[src/rtl/logic_unit_pkg.sv]
// Shared types, opcodes and the per-bit evaluator for the shared logic unit.
package logic_unit_pkg;

  typedef enum logic [1:0] {
    IDLE,
    BUSY,
    DONE
  } state_t;

  localparam logic [2:0] OP_AND  = 3'd0;
  localparam logic [2:0] OP_NAND = 3'd1;
  localparam logic [2:0] OP_OR   = 3'd2;
  localparam logic [2:0] OP_NOR  = 3'd3;
  localparam logic [2:0] OP_XOR  = 3'd4;
  localparam logic [2:0] OP_XNOR = 3'd5;
  localparam logic [2:0] OP_NOT  = 3'd6;
  localparam logic [2:0] OP_PASS = 3'd7;

  // Single-bit evaluation; every opcode is bitwise, so callers loop over the width.
  function automatic logic lu_eval(input logic [2:0] op, input logic a, input logic b);
    logic r;
    case (op)
      OP_AND:  r = a & b;
      OP_NAND: r = ~(a & b);
      OP_OR:   r = a | b;
      OP_NOR:  r = ~(a | b);
      OP_XOR:  r = a ^ b;
      OP_XNOR: r = ~(a ^ b);
      OP_NOT:  r = ~a;
      default: r = a;
    endcase
    return r;
  endfunction

endpackage

[src/rtl/logic_op_unit.sv]
// Shared registered bitwise logic unit: evaluates on en_i, then shifts the result
// through LAT register stages so res_o is valid LAT cycles after capture.
module logic_op_unit
  import logic_unit_pkg::*;
#(
  parameter int unsigned W   = 8,
  parameter int unsigned LAT = 1
) (
  input  logic         clk_i,
  input  logic         rst_ni,
  input  logic         en_i,
  input  logic [2:0]   op_i,
  input  logic [W-1:0] a_i,
  input  logic [W-1:0] b_i,
  output logic [W-1:0] res_o
);

  logic [W-1:0]            eval;
  logic [LAT-1:0][W-1:0]   stage_q, stage_d;

  // Bitwise evaluation of the captured operands.
  always_comb begin
    eval = '0;
    for (int i = 0; i < W; i++) begin
      eval[i] = lu_eval(op_i, a_i[i], b_i[i]);
    end
  end

  // Stage 0 loads only on capture; later stages shift every cycle.
  always_comb begin
    stage_d = stage_q;
    if (en_i) begin
      stage_d[0] = eval;
    end
    for (int i = 1; i < LAT; i++) begin
      stage_d[i] = stage_q[i-1];
    end
  end

  // Result pipeline registers.
  always_ff @(posedge clk_i) begin
    if (!rst_ni) begin
      stage_q <= '0;
    end else begin
      stage_q <= stage_d;
    end
  end

  assign res_o = stage_q[LAT-1];

endmodule

[src/rtl/logic_unit_arbiter.sv]
// Round-robin arbiter sharing one registered logic unit among N requesters.
// One operation in flight at a time: grant in IDLE, count latency in BUSY,
// hold the result on the response port in DONE until it is accepted.
module logic_unit_arbiter
  import logic_unit_pkg::*;
#(
  parameter int unsigned N   = 4,
  parameter int unsigned W   = 8,
  parameter int unsigned LAT = 1,
  localparam int unsigned IdW = $clog2(N)
) (
  input  logic           clk,
  input  logic           rst_n,
  input  logic [N-1:0]   req,
  input  logic [3*N-1:0] op,
  input  logic [W*N-1:0] in1,
  input  logic [W*N-1:0] in2,
  output logic [N-1:0]   gnt,
  output logic           rsp_valid,
  input  logic           rsp_ready,
  output logic [IdW-1:0] rsp_id,
  output logic [W-1:0]   rsp_data
);

  state_t         state_q, state_d;
  logic [IdW-1:0] ptr_q, ptr_d;
  logic [2:0]     cnt_q, cnt_d;
  logic [IdW-1:0] id_q, id_d;
  logic [IdW-1:0] rsp_id_q, rsp_id_d;
  logic [W-1:0]   rsp_data_q, rsp_data_d;

  logic           win_found;
  logic [IdW-1:0] win_idx;
  logic [IdW:0]   cand;
  logic           unit_en;
  logic [2:0]     op_sel;
  logic [W-1:0]   a_sel, b_sel;
  logic [W-1:0]   unit_res;

  // Round-robin search: first set req bit starting at ptr, wrapping past N-1.
  always_comb begin
    win_found = 1'b0;
    win_idx   = '0;
    cand      = '0;
    for (int k = 0; k < N; k++) begin
      cand = {1'b0, ptr_q} + (IdW+1)'(k);
      if (cand >= (IdW+1)'(N)) begin
        cand = cand - (IdW+1)'(N);
      end
      if (!win_found && req[cand[IdW-1:0]]) begin
        win_found = 1'b1;
        win_idx   = cand[IdW-1:0];
      end
    end
  end

  // Operand mux for the winning requester.
  always_comb begin
    op_sel = '0;
    a_sel  = '0;
    b_sel  = '0;
    for (int i = 0; i < N; i++) begin
      if (IdW'(i) == win_idx) begin
        op_sel = op[3*i +: 3];
        a_sel  = in1[W*i +: W];
        b_sel  = in2[W*i +: W];
      end
    end
  end

  logic_op_unit #(
    .W   (W),
    .LAT (LAT)
  ) u_unit (
    .clk_i  (clk),
    .rst_ni (rst_n),
    .en_i   (unit_en),
    .op_i   (op_sel),
    .a_i    (a_sel),
    .b_i    (b_sel),
    .res_o  (unit_res)
  );

  // Next-state, grant and response-valid logic.
  always_comb begin
    state_d    = state_q;
    ptr_d      = ptr_q;
    cnt_d      = cnt_q;
    id_d       = id_q;
    rsp_id_d   = rsp_id_q;
    rsp_data_d = rsp_data_q;
    gnt        = '0;
    unit_en    = 1'b0;
    rsp_valid  = 1'b0;
    unique case (state_q)
      IDLE: begin
        // No grant while reset is asserted, even though the state is IDLE.
        if (win_found && rst_n) begin
          gnt     = N'(1) << win_idx;
          unit_en = 1'b1;
          id_d    = win_idx;
          cnt_d   = 3'(LAT);
          ptr_d   = (win_idx == IdW'(N-1)) ? '0 : win_idx + 1'b1;
          state_d = BUSY;
        end
      end
      BUSY: begin
        cnt_d = cnt_q - 3'd1;
        if (cnt_q == 3'd1) begin
          rsp_data_d = unit_res;
          rsp_id_d   = id_q;
          state_d    = DONE;
        end
      end
      DONE: begin
        rsp_valid = 1'b1;
        if (rsp_ready) begin
          state_d = IDLE;
        end
      end
      default: state_d = IDLE;
    endcase
  end

  // State registers with synchronous active-low reset.
  always_ff @(posedge clk) begin
    if (!rst_n) begin
      state_q    <= IDLE;
      ptr_q      <= '0;
      cnt_q      <= '0;
      id_q       <= '0;
      rsp_id_q   <= '0;
      rsp_data_q <= '0;
    end else begin
      state_q    <= state_d;
      ptr_q      <= ptr_d;
      cnt_q      <= cnt_d;
      id_q       <= id_d;
      rsp_id_q   <= rsp_id_d;
      rsp_data_q <= rsp_data_d;
    end
  end

  assign rsp_id   = rsp_id_q;
  assign rsp_data = rsp_data_q;

endmodule

[config.mk]
export PLATFORM = sky130hd
export DESIGN_NAME = logic_unit_arbiter
export DESIGN_NICKNAME = d
export VERILOG_FILES = /design/src/rtl/logic_unit_pkg.sv /design/src/rtl/logic_op_unit.sv /design/src/rtl/logic_unit_arbiter.sv
export SDC_FILE = /design/constraint.sdc
export NUM_CORES = 1
export LEC_CHECK = 0
export BUFFER_PORTS_ARGS = -buffer_cell sky130_fd_sc_hd__buf_2
export CAP_MARGIN = 15
export CELL_PAD_IN_SITES_DETAIL_PLACEMENT = 0
export CELL_PAD_IN_SITES_GLOBAL_PLACEMENT = 1
export CORE_MARGIN = 5
export CORE_UTILIZATION = 35
export CTS_BUF_LIST = sky130_fd_sc_hd__clkbuf_16
export DETAILED_ROUTE_END_ITERATION = 8
export PLACE_DENSITY_LB_ADDON = 0.1
export SLEW_MARGIN = 20
export SYNTH_ARGS = -nofsm -noshare
export SYNTH_HDL_FRONTEND = slang
export SYNTH_SLANG_ARGS = --single-unit
[constraint.sdc]
create_clock -name clk -period 4.04 [get_ports clk]
set_input_delay 0.404 -clock clk [delete_from_list [all_inputs] [get_ports clk]]
set_output_delay 0.404 -clock clk [all_outputs]
set_load 0.01 [all_outputs]
After elaboration in Yosys (flattened, before gate mapping)

Index checks and enable logic that the tools add are counted.

Input port bits: 83
Output and inout port bits: 15
Word-level logic and storage cells: 164
Register bits after elaboration: 27

Add/subtract/negate cells: 9
Shift-type cells: 1
Muxes and demuxes: 52
Equality and inequality tests: 16
Bitwise logic cells: 56
Reduce and logical (&&, ||, !) cells: 15
Magnitude comparators: 8

Operator list:

| cell                  | number |
|---|---|
| $mux W8               | 8 |
| $pmux W1 S7           | 8 |
| $not A1 Y1            | 32 |
| $mux W2               | 12 |
| $mux W3               | 5 |
| $lt A2 B3 Y1 const B  | 4 |
| $mux W1               | 11 |
| $eq A3 B3 Y1 const B  | 3 |
| $ge A3 B3 Y1 const B  | 3 |
| $and A1 B1 Y1         | 8 |
| $bmux W1 S2           | 4 |
| $mux W4               | 2 |
| $or A1 B1 Y1          | 8 |
| $sub A2 B1 Y2 const B | 4 |
| $xor A1 B1 Y1         | 8 |
| $add A2 B2 Y3 const B | 2 |
| $eq A3 B1 Y1 const B  | 2 |
| $eq A3 B2 Y1 const B  | 2 |
| $ne A2 B2 Y1 const B  | 3 |
| $pmux W2 S3           | 1 |
| $pmux W3 S2           | 1 |
| $reduce_and A2 Y1     | 3 |
| $eq A2 B2 Y1 const A  | 2 |
| $eq A2 B2 Y1 const B  | 2 |
| other kinds (13)      | 19 |

Logic depth before layout (Yosys ltp)

Gate-level depths: netlist of the first run.

Depth in word-level cells: 22
Depth in mapped cells: 21

Modules after synthesis

From an unflattened synthesis of the first run, not the netlist that was laid out.

Cells, all modules: 332
Area, all modules: 2,586.2 um^2

By module, submodules not included:

| module             | cells an instance | seq. area each (um^2) | times used | area an instance (um^2) |
|---|---|---|---|---|
| logic_unit_arbiter | 204               | 380.4                 | 1          | 1,462.7 |
| logic_op_unit      | 128               | 160.2                 | 1          | 1,123.6 |

Least setup slack after synthesis of the first run

No wires, ideal clock.

Kind: input -> register
Start point: in req[0]
End point: reg u_unit.stage_q, in the netlist u_unit.res_o[5]
Arrival: 3,142 ps
Slack: 776 ps
Buffers on the path: 2
Cell stages on the path: 19
Cells stage by stage: inv_1 > nor2_1 > a21oi_1 > nor2_1 > a221o_1 > nor2_1 > ha_1 > buf_2 > buf_1 > a22oi_1 > nor2_1 > a21oi_1 > nor2_1 > a21oi_1 > ha_1 > and2_1 > o21ai_1 > mux2i_1 > a311o_1

Cells in the longest elaborated chain, start to end: 20

RTL lines:

| item                                        | line                                                             | source |
|---|---|---|
| start, declared                             | logic_unit_arbiter.sv:14                                         | `input logic [N-1:0] req,` |
| $bmux W1 S2                                 | logic_unit_arbiter.sv:50                                         | `if (!win_found && req[cand[IdW-1:0]]) begin` |
| $mux W1 (not written as such)               | logic_unit_arbiter.sv:50                                         |  |
| $mux W1                                     | logic_unit_arbiter.sv:50                                         |  |
| $logic_not A1 Y1                            | logic_unit_arbiter.sv:50                                         |  |
| $logic_and A1 B1 Y1                         | logic_unit_arbiter.sv:50                                         |  |
| $mux W1                                     | logic_unit_arbiter.sv:50                                         |  |
| $logic_not A1 Y1                            | logic_unit_arbiter.sv:50                                         |  |
| $logic_and A1 B1 Y1                         | logic_unit_arbiter.sv:50                                         |  |
| (+2 left out)                               | -                                                                |  |
| $logic_and A1 B1 Y1                         | logic_unit_arbiter.sv:50                                         |  |
| $mux W2 *                                   | logic_unit_arbiter.sv:50                                         |  |
| via win_idx[0]                              | logic_unit_arbiter.sv:33                                         | `logic [IdW-1:0] win_idx;` |
| $logic_not A2 Y1                            | logic_unit_arbiter.sv:63                                         | `if (IdW'(i) == win_idx) begin` |
| $mux W8 (4 in series)                       | logic_unit_arbiter.sv:63                                         |  |
| $xor A1 B1 Y1, or another cell as far along | logic_unit_pkg.sv:27, logic_unit_pkg.sv:28                       |  |
| $not A1 Y1, on equally long branches        | logic_unit_pkg.sv:28, logic_unit_pkg.sv:24, logic_unit_pkg.sv:26 |  |
| $pmux W1 S7 *                               | logic_unit_pkg.sv:22                                             | `case (op)` |
| end signal, assigned                        | logic_op_unit.sv:45                                              | `stage_q <= stage_d;` |
| end, declared                               | logic_op_unit.sv:19                                              | `logic [LAT-1:0][W-1:0] stage_q, stage_d;` |

Mark *: on every way through the listed nets, which the timed path passes. The rest lies on a longest branch. The select of a mux whose other input is x is not followed.
A chain may end at the register's enable or synchronous reset.

Worst setup path after layout of the first run

Start point: reg ptr_q[0]
End point: reg u_unit.stage_q, in the netlist u_unit.res_o[1]

Cells in the longest elaborated chain, start to end: 22

RTL lines:

| item                                                                   | line                      | source |
|---|---|---|
| start, declared                                                        | logic_unit_arbiter.sv:26  | `logic [IdW-1:0] ptr_q, ptr_d;` |
| start signal, assigned                                                 | logic_unit_arbiter.sv:136 | `ptr_q <= ptr_d;` |
| parallel branches: the longest is 22 deep, another holds $add A2 B1 Y3 | -                         |  |

Several ways; the timed one is not identified. The select of a mux whose other input is x is not followed.

==> results.md, run 1 <==
* Status: finished, final reports clean
* Ratio of cells with drive above 1 in the final layout at 28.31%
* Minimum clock period at 3.531 ns
* Die Y at 97.14 um
* HP Class: in2reg
* Antenna cells at 0
* Cell Area, Synth at 0.002658 sq mm
* Crit Path Category: reg2reg
* Fin util at 44.75%
* Crit Path Max Fanout at 14
* Worst path bufs/invs at 1
* PwrDens at about 510 mW/mm^2
* Post-layout instance area at 0.003281 sq mm
* Final period utilization at 87.39%
* Crit path launch type: flip-flop
* CTS tree: yes
* Unrepaired setup endpoints after global routing: no
* H-tree depth at 1
* Syn Nets at 452
* Rows at 31
* Slew headroom at 54.05%
* Total track usage at around 15%
* Required time of the critical path at approximately 4.2 ns
* Setup bufs post-CTS at 0
* Die Width at 97.14 um
* CP top delay family: compound AO/OA/AOI/OAI gates
* Worst-Margin Slew at 0.6892 ns
* Setup tns final at 0 ns
* Warnings from Yosys at 0
* NumNets Final at ~540
* Post-route ant nets at 0
* Syn avg cell area at around 7.7 sq um
* Most frequent cells in the layout: buf_2, nand2_1, inv_1
* Vias in the first global route at 2645
* WHS at around 0.44 ns
* Leakage power at 1.595 nW
* Area taken by multi-input logic gates at 0.001869 sq mm
* CTS root buffer: clkbuf_16
* Setup-failing EPs final at 0
* DRT Pass-1 Iters at 5
* Global-route wire length before repair at 12.12 mm
* Register area share after synthesis at 20.34%
* Antenna violations before repair at 0
* Asr flop ratio synth at 0%
* Clk_lat worst skew at 0.26 ns
* IO buf count at 97
* I/O pin count at 98
* EDFF count, synth at 0
* Area Overhead vs Synth at 23.45%
* Drt via density at 5.166
* Filler Cell Count at just under 800
* Fmax at about 0.28 GHz
* Area of the die at 0.009435 sq mm
* Clock slew seen by the registers of the worst setup and hold paths at 0.07 ns
* Commonest non-fill, non-tap cell in the layout: buf_2
* Number of max-cap violations at 0
* Main flop type after synthesis: dfxtp_1
* Max incr delay on CP at 0.43 ns
* GPL Wtd Cong at 0.7853
* Initial DRC Count at 101
* Cell taking the most area after synthesis: dfxtp_1
* Grt total ovfl at 0
* Max Transition Viols Final at 0
* Maximum VDD drop at 0.2595 mV
* Hold buffer count at cts at 0
* Clk buf depth at 2
* Flops & latches, synth at 27
* Post-Syn Instances at 347
* Synth unique cells at between 40 and 50
* Placed cell area at 0.003201 sq mm
* Critical Path AT at about 3.7 ns
* Core ar. at 0.007331 sq mm
* CP Cell Sequence: nor2_1 -> a21oi_1 -> nor2_1 -> a221oi_1 -> nand2_1 -> ha_1 -> nor2b_1 -> buf_4 -> a221o_1 -> a22oi_1 -> ha_1 -> and2_0 -> o21ai_1 -> mux2i_1 -> a311o_1
* Clock Sinks at 27
* Initial core utilization at 36.25%
* Endpoints failing hold at 0
* Top cell type's share of synthesized area at 20.34%
* Largest net degree at the start of global routing at 55
* Clock Skews at 0.005564 ns
* CP Capture Type: flip-flop
* FF+latch area at 540.5 sq um
* Hpwl dp at 5.768 mm
* Cts repair resizes at 0
* CTS Buf Count at 3
* Wire per inst at 13.43 um
* Top cells by area, synth: dfxtp_1, ha_1, mux2i_1
* Routed via count at between 2000 and 3000
* Total chip power at 0.001661 W
* Slowest stage cell, crit path: dfxtp_1
* Final WL at 7.116 mm
* Drt drc at 0
## through the flow
stage	setup slack [ns]	instances
global route	0.09520	530
global placement	0.3671	526
finish	0.5095	530
detailed placement	0.3322	526
CTS	0.4659	530
floorplan	0.7755	347
## power by group
group	switching [W]	total, W	internal, W
Sequential	0.0000335	0.000347	0.000313
Combinational	0.000604	0.00109	0.000482
Clock	0.0000949	0.000229	0.000134
## flip-flops by register name, summed over array words and instances, names as in the netlist
name,count
rsp_data,8
u_unit.res_o,8
cnt_q,3
id_q,2
ptr_q,2
rsp_id,2
state_q,2
## cells by family (layout without fill, tap and decap cells)
| kind of cell | Yosys count | in the layout | synth area share [%] |
|---|---|---|---|
| AOI/OAI and AO/OA | 120 | 120 | 33.99 |
| and+or+nand+nor | 107 | 107 | 19.54 |
| buffers and inverters | 54 | 138 | 9.416 |
| DFF | 27 | 27 | 20.34 |
| adders and majority gates | 22 | 22 | 10.36 |
| muxes | 15 | 15 | 5.697 |
| xor gates and xnor gates | 2 | 2 | 0.6593 |
## synthesized netlist by cell type (all sizes together), types with 2 or more instances
library cell	count
a221oi	10
nand2b	2
mux2i	14
o31ai	2
a311o	7
o21ai	20
nor2	27
a211oi	5
o211ai	3
inv	29
dfxtp	27
nor3	9
a22oi	14
a21o	8
nor2b	8
nor3b	4
and2	10
ha	22
o22ai	2
nand3b	3
a21oi	25
buf	14
a221o	8
nand3	5
xnor2	2
a21boi	12
a31oi	2
nand2	35
clkbuf	11
## worst paths after layout
path	cells past startpoint	endpoint	slack (ns)	startpoint
setup / recovery	15	u_unit.res_o[1]	0.51	ptr_q[0]
setup reg to reg	15	u_unit.res_o[1]	0.51	ptr_q[0]
hold / removal	3	state_q[1]	0.44	rsp_ready
hold reg to reg	2	rsp_data[7]	0.46	rsp_data[7]
## metal layers
metal | vias to the layer above | part of all wire [%] | track usage [%] | wire length (um)
met3 | 4 | 4.1 | 2.656 | 290
met2 | 57 | 52 | 27.55 | 3693
met1 | 1259 | 43 | 18.11 | 3074
met4 | 0 | 0.82 | 2.916 | 58
li1 | 1418 | - | - | -
met5 | - | 0 | 0 | 0
## area by class of cell
class                   instances  share of cell area [%]
clock inverters                 1                  0.1526
repair buffers                105                   17.01
multi-input cells             266                   56.98
well taps                      99                   3.776
flip-flops and latches         27                   16.48
inverters                      29                   3.318
clock buffers                   3                   2.288
## worst min-delay path: stages
cell	delay (ns)
buf_2	0.07
nor2b_1	0.03
o21a_1	0.15
No activity file was read; power rests on OpenSTA's default activity.
==> inputs of run 2 (changes only) <==
--- a/config.mk
+++ b/config.mk
@@ -5,12 +5,13 @@
 export SDC_FILE = /design/constraint.sdc
 export NUM_CORES = 1
 export LEC_CHECK = 0
+export ABC_AREA = 1
 export BUFFER_PORTS_ARGS = -buffer_cell sky130_fd_sc_hd__buf_2
 export CAP_MARGIN = 15
 export CELL_PAD_IN_SITES_DETAIL_PLACEMENT = 0
 export CELL_PAD_IN_SITES_GLOBAL_PLACEMENT = 1
-export CORE_MARGIN = 5
-export CORE_UTILIZATION = 35
+export CORE_MARGIN = 1.5
+export CORE_UTILIZATION = 34
 export CTS_BUF_LIST = sky130_fd_sc_hd__clkbuf_16
 export DETAILED_ROUTE_END_ITERATION = 8
 export PLACE_DENSITY_LB_ADDON = 0.1
==> run 2 against run 1 <==
  * Setup slack got worse by 0.040 ns
  * Hold slack got worse by 0.059 ns
  * Die area rose by 0.97%
  * Highest routed layer unchanged
==> results.md, run 2 <==
* Status: finished, final reports clean
* Cell Area, Synth at 0.003043 sq mm
* Global-route wire length before repair at between 15 and 20 mm
* Worst-Margin Slew at 0.6724 ns
* Antenna violations before repair at 0
* Initial DRC Count at 173
* Top cell type's share of synthesized area at 18.75%
* Clock Skews at 0.003661 ns
* HP Class: in2reg
* Setup bufs post-CTS at 0
* IO buf count at 97
* Slowest stage cell, crit path: dfxtp_2
* Synth unique cells at 28
* GPL Wtd Cong at 0.8109
* Wire per inst at 13.32 um
* Commonest non-fill, non-tap cell in the layout: nand2_1
* DRT Pass-1 Iters at 5
* Post-Syn Instances at 536
* FF+latch area at ~540 sq um
* Reg2reg path depth at 20
* I/O pin count at just under 100
* Final WL at 9.681 mm
* Syn avg cell area at 5.677 sq um
* NumNets Final at 725
* Syn Nets at roughly 640
* CTS root buffer: clkbuf_16
* Main flop type after synthesis: dfxtp_1
* Final setup margin at 0.4693 ns
* Total track usage at 20.41%
* Most frequent cell after synthesis: nand2_1
* Critical Path AT at between 3 and 4 ns
* Filler Cell Count at 954
* DR WL met3 at slightly above 500 um
* Post-route ant nets at 0
* Register area share after synthesis at between 10% and 20%
* Max incr delay on CP at between 0.4 and 0.5 ns
* CP Cell Sequence: inv_2 -> o21ai_1 -> nand2_1 -> o21ai_1 -> nor2_1 -> nor2_1 -> xor2_1 -> nor2_1 -> inv_1 -> ha_1 -> clkinvlp_4 -> buf_4 -> or2_2 -> nand3_1 -> nand2_1 -> nand3_1 -> nor2_1 -> nor2_2 -> nand2_1 -> a21oi_2
* DRT met1 WL at 4.802 mm
* Area taken by multi-input logic gates at 0.002083 sq mm
* Clock Sinks at 27
* Clk_lat worst skew at approximately 0.27 ns
* Metal2 WL at 4.243 mm
* Flops & latches, synth at 27
* Endpoints failing hold at 0
* Crit Path Category: reg2reg
* Number of max-cap violations at 0
* Final period utilization at 88.38%
* Clk buf depth at 2
* Top cells by area, synth: nand2_1, dfxtp_1, ha_1
* Grt total ovfl at 0
* Die Width at just under 100 um
* Slew headroom at 54.70%
* EDFF count, synth at 0
* Setup-failing EPs final at 0
* Hold Path Depth at 4
* Routed via count at 3597
* Most frequent cells in the layout: nand2_1, buf_2, nor2_1
* Fmax at 0.2801 GHz
* Cell taking the most area after synthesis: nand2_1
* Required time of the critical path at approximately 4.2 ns
* Drt via density at 4.948
* Top Layer Used: met4
* H-tree depth at 1
* Largest net degree at the start of global routing at 37
* Crit path launch type: flip-flop
* Minimum clock period at 3.571 ns
* Asr flop ratio synth at 0%
* Initial core utilization at between 30% and 40%
* Post-synth top cells: nand2_1, inv_1, nor2_1
* Max Transition Viols Final at 0
* Hpwl dp at 7.341 mm
* Setup tns final at 0 ns
* Cell mode on critical path: nor2_1
* Ratio of cells with drive above 1 in the final layout at 22.46%
* Antenna cells at 0
* Clock slew seen by the registers of the worst setup and hold paths at 0.07 ns
* Rows at 34
* Drt drc at 0
* Unrepaired setup endpoints after global routing: no
* Area Overhead vs Synth at 21.34%
* Crit Path Max Fanout at 18
* CTS Buf Count at 3
* CP Capture Type: flip-flop
* Core ar. at 0.008678 sq mm
* Area of the die at 0.009527 sq mm
* Pre-CTS setup slack at 0.2891 ns
* Die Y at 97.61 um
* Vias in the first global route at 3349
* Warnings from Yosys at 0
* CTS tree: yes
run 2: changes by cell type in the layout (fill, tap and decap cells not counted), sizes merged, moves of 18 or more:
cell | before | now
a21oi | 25 | 43
nor2 | 27 | 67
o21ai | 20 | 44
inv | 29 | 67
nand2 | 35 | 154
nand4 | 1 | 41
run 2: per-layer routing:
layer	vias to the layer above	global-route usage (%)
li1	1896	-
met1	1584	29.70
met2	107	32.59
met3	10	1.942
met4	0	4.286
met5	-	0
run 2: stage by stage:
step | instance area (sq um) | utilization (%) | std cells | hold slack (ns)
after floorplan | 3043 | - | 536 | 0.4388
after global placement | 3601 | 41.49 | 723 | 0.4487
after detailed placement | 3601 | 41.49 | 723 | 0.4561
after CTS | 3684 | 42.45 | 727 | 0.3786
after global routing | 3692 | 42.55 | 727 | 0.3988
final | 3692 | 42.55 | 727 | 0.3845
run 2: kinds of logic (layout without fill, tap and decap cells):
group / Yosys count / after routing / synth area share, %
AOI/OAI and AO/OA: 95 / 95 / 17.02
xor gates and xnor gates: 3 / 3 / 0.8636
adders and majority gates: 22 / 22 / 9.046
buffers and inverters: 100 / 183 / 13.90
DFF: 27 / 27 / 17.76
and+or+nand+nor: 289 / 289 / 41.41
run 2: cell type report:
type	count	share of cell area, %
multi-input cells	409	56.42
clock inverters	1	0.2033
repair buffers	111	15.99
flip-flops and latches	27	14.67
clock buffers	3	2.033
inverters	68	7.015
well taps	108	3.660
run 2: final timing paths:
kind	start	endpoint	slack, ns
setup / recovery	ptr_q[0]	u_unit.res_o[6]	0.47
hold / removal	rsp_ready	state_q[1]	0.38
setup reg to reg	ptr_q[0]	u_unit.res_o[6]	0.47
hold reg to reg	cnt_q[1]	cnt_q[1]	0.46
run 2: worst max-delay path, delay by kind of cell (launching register included):
family / cells / cell delay (ns)
and+or+nand+nor: 11 / 1.44
adders and majority gates: 1 / 0.22
xor gates and xnor gates: 1 / 0.22
buffers and inverters: 4 / 0.73
DFF: 1 / 0.44
AOI/OAI and AO/OA: 3 / 0.44
run 2: what timing repair did:
| item | 4_1_cts | 5_1_grt |
|---|---|---|
| hold buffers | 0 | 0 |
| resized for setup | 0 | 3 |
| setup endpoints to repair | 0 | 8 |
Power of run 2 is left out: the tool's default activity adds up to more than one toggle a clock period on the data nets, which glitch-free logic cannot reach.
==> inputs of run 3 (changes only) <==
--- a/config.mk
+++ b/config.mk
@@ -14,6 +14,7 @@
 export CORE_UTILIZATION = 34
 export CTS_BUF_LIST = sky130_fd_sc_hd__clkbuf_16
 export DETAILED_ROUTE_END_ITERATION = 8
+export MAX_ROUTING_LAYER = met4
 export PLACE_DENSITY_LB_ADDON = 0.1
 export SLEW_MARGIN = 20
 export SYNTH_ARGS = -nofsm -noshare
==> run 3 against run 2 <==
  * Critical path depth is the same
  * Sequential share of layout area is the same
  * Final cell count is the same
  * Non-clock buffer count is the same
  * Critical path type unchanged
  * Largest cell class unchanged
  * Clock skew grew 0.0021 ns
  * Core utilization is the same
  * Via count shrank 0.75%
==> results.md, run 3 (same netlist as run 2, synthesis figures left out) <==
* Status: finished, final reports clean
* Post-route ant nets at 0
* Area Overhead vs Synth at 21.34%
* Clk buf depth at 2
* Post-layout instance area at 0.003692 sq mm
* Crit Path Max Fanout at 18
* GPL Wtd Cong at 0.8228
* Clock slew seen by the registers of the worst setup and hold paths at 0.07 ns
* Antenna violations before repair at 0
* Final setup margin at 0.4833 ns
* Core ar. at between 0.008 and 0.009 sq mm
* H-tree depth at 1
* Hold Path Depth at 4
* Fin util at 42.55%
* Crit Path Category: reg2reg
* CTS Buf Count at 3
* Min-delay src: rsp_ready
* DRT Pass-1 Iters at 4
* Pre-CTS setup slack at 0.2891 ns
* Routed via count at about 3600
* Die Width at 97.61 um
* CTS root buffer: clkbuf_16
* GR Util met1 at 29.97%
* Antenna cells at 0
* Clock Sinks at 27
* Met2 Track Usage GR at 32.53%
* Vias in the first global route at 3346
* Setup-failing EPs final at 0
* Initial core utilization at 35.06%
* Setup tns final at 0 ns
* Critical Path AT at 3.75 ns
* Area of the die at 0.009527 sq mm
* CTS tree: yes
* Number of max-cap violations at 0
* Slew headroom at 57.04%
* Crit path launch type: flip-flop
* Global-route wire length before repair at 16.29 mm
* Rows at 34
* Fmax at between 0.2 and 0.3 GHz
* CP Capture Type: flip-flop
* Initial DRC Count at 183
* Grt met3 use at about 1.8%
* Reg2reg start: ptr_q[0]
* Die Y at 97.61 um
* Busiest grt layer: met2
* Hold buffer count at cts at 0
* Largest net degree at the start of global routing at 37
* Total track usage at 21.03%
* Grt total ovfl at 0
* Unrepaired setup endpoints after global routing: no
* Hpwl dp at around 7.3 mm
* Reg2reg path depth at 20
* Commonest non-fill, non-tap cell in the layout: nand2_1
* Worst R2R Setup Slack at 0.48 ns
* CP Launch Point: ptr_q[0]
* Wire per inst at 13.29 um
* Ratio of cells with drive above 1 in the final layout at 22.46%
* Final period utilization at 88.04%
* Most frequent cells in the layout: nand2_1, buf_2, nor2_1
* Clk_lat worst skew at 0.27 ns
* I/O pin count at 98
* Max Transition Viols Final at 0
* Required time of the critical path at approximately 4.2 ns
* NumNets Final at 725
* Worst-Margin Slew at roughly 0.64 ns
* HP Class: in2reg
* Final WL at 9.665 mm
* Endpoints failing hold at 0
* Placed cell area at around 0.0036 sq mm
* Drt drc at 0
* Worst hold endpoint: state_q[1]
* Drt via density at 4.911
* IO buf count at 97
* Minimum clock period at 3.557 ns
* Crit Reg-Reg Endpoint: u_unit.res_o[6]
* Clock Skews at 0.005789 ns
==> run 3: cell counts in the layout (fill, tap and decap cells not counted) <==
No cell type changed its count.
==> run 3: final cells by class <==
cell class / count / area (sq um)
inverters: 68 / 259.0
multi-input cells: 409 / 2083
clock inverters: 1 / 7.507
repair buffers: 111 / 590.6
well taps: 108 / 135.1
flip-flops and latches: 27 / 541.8
fillers: 954 / 4986
clock buffers: 3 / 75.07
==> run 3: repair_timing <==
action,CTS,global route
gates resized for setup,0,3
setup buffers,0,0
endpoints found under the setup margin,0,8
==> run 3: worst max-delay path by stage <==
stage / endpoint
floorplan: u_unit.res_o[6]
global placement: u_unit.res_o[1]
detailed placement: u_unit.res_o[1]
CTS: u_unit.res_o[1]
global route: u_unit.res_o[1]
finish: u_unit.res_o[6]
==> run 3: metal layers <==
| metal | share of wire [%] | wire, um |
|---|---|---|
| met1 | 49 | 4738 |
| met2 | 44 | 4286 |
| met3 | 5.5 | 535 |
| met4 | 1.1 | 105 |
| met5 | 0 | 0 |
==> run 3: worst max-delay path, stage by stage (launching register included) <==
cell	delay, ns
dfxtp_2	0.44
inv_2	0.08
o21ai_1	0.20
nand2_1	0.09
o21ai_1	0.13
nor2_1	0.07
nor2_1	0.13
xor2_1	0.22
nor2_1	0.11
inv_1	0.09
ha_1	0.22
clkinvlp_4	0.30
buf_4	0.25
or2_2	0.26
nand3_1	0.08
nand2_1	0.08
nand3_1	0.32
nor2_1	0.10
nor2_2	0.11
nand2_1	0.08
a21oi_2	0.11
==> run 3: metrics by stage <==
stage	hold WS, ns	instances
final	0.3836	727
after global routing	0.3979	727
after CTS	0.3786	727
after detailed placement	0.4561	723
after global placement	0.4487	723
after floorplan	0.4388	536
Power of run 3 is left out for the same reason.
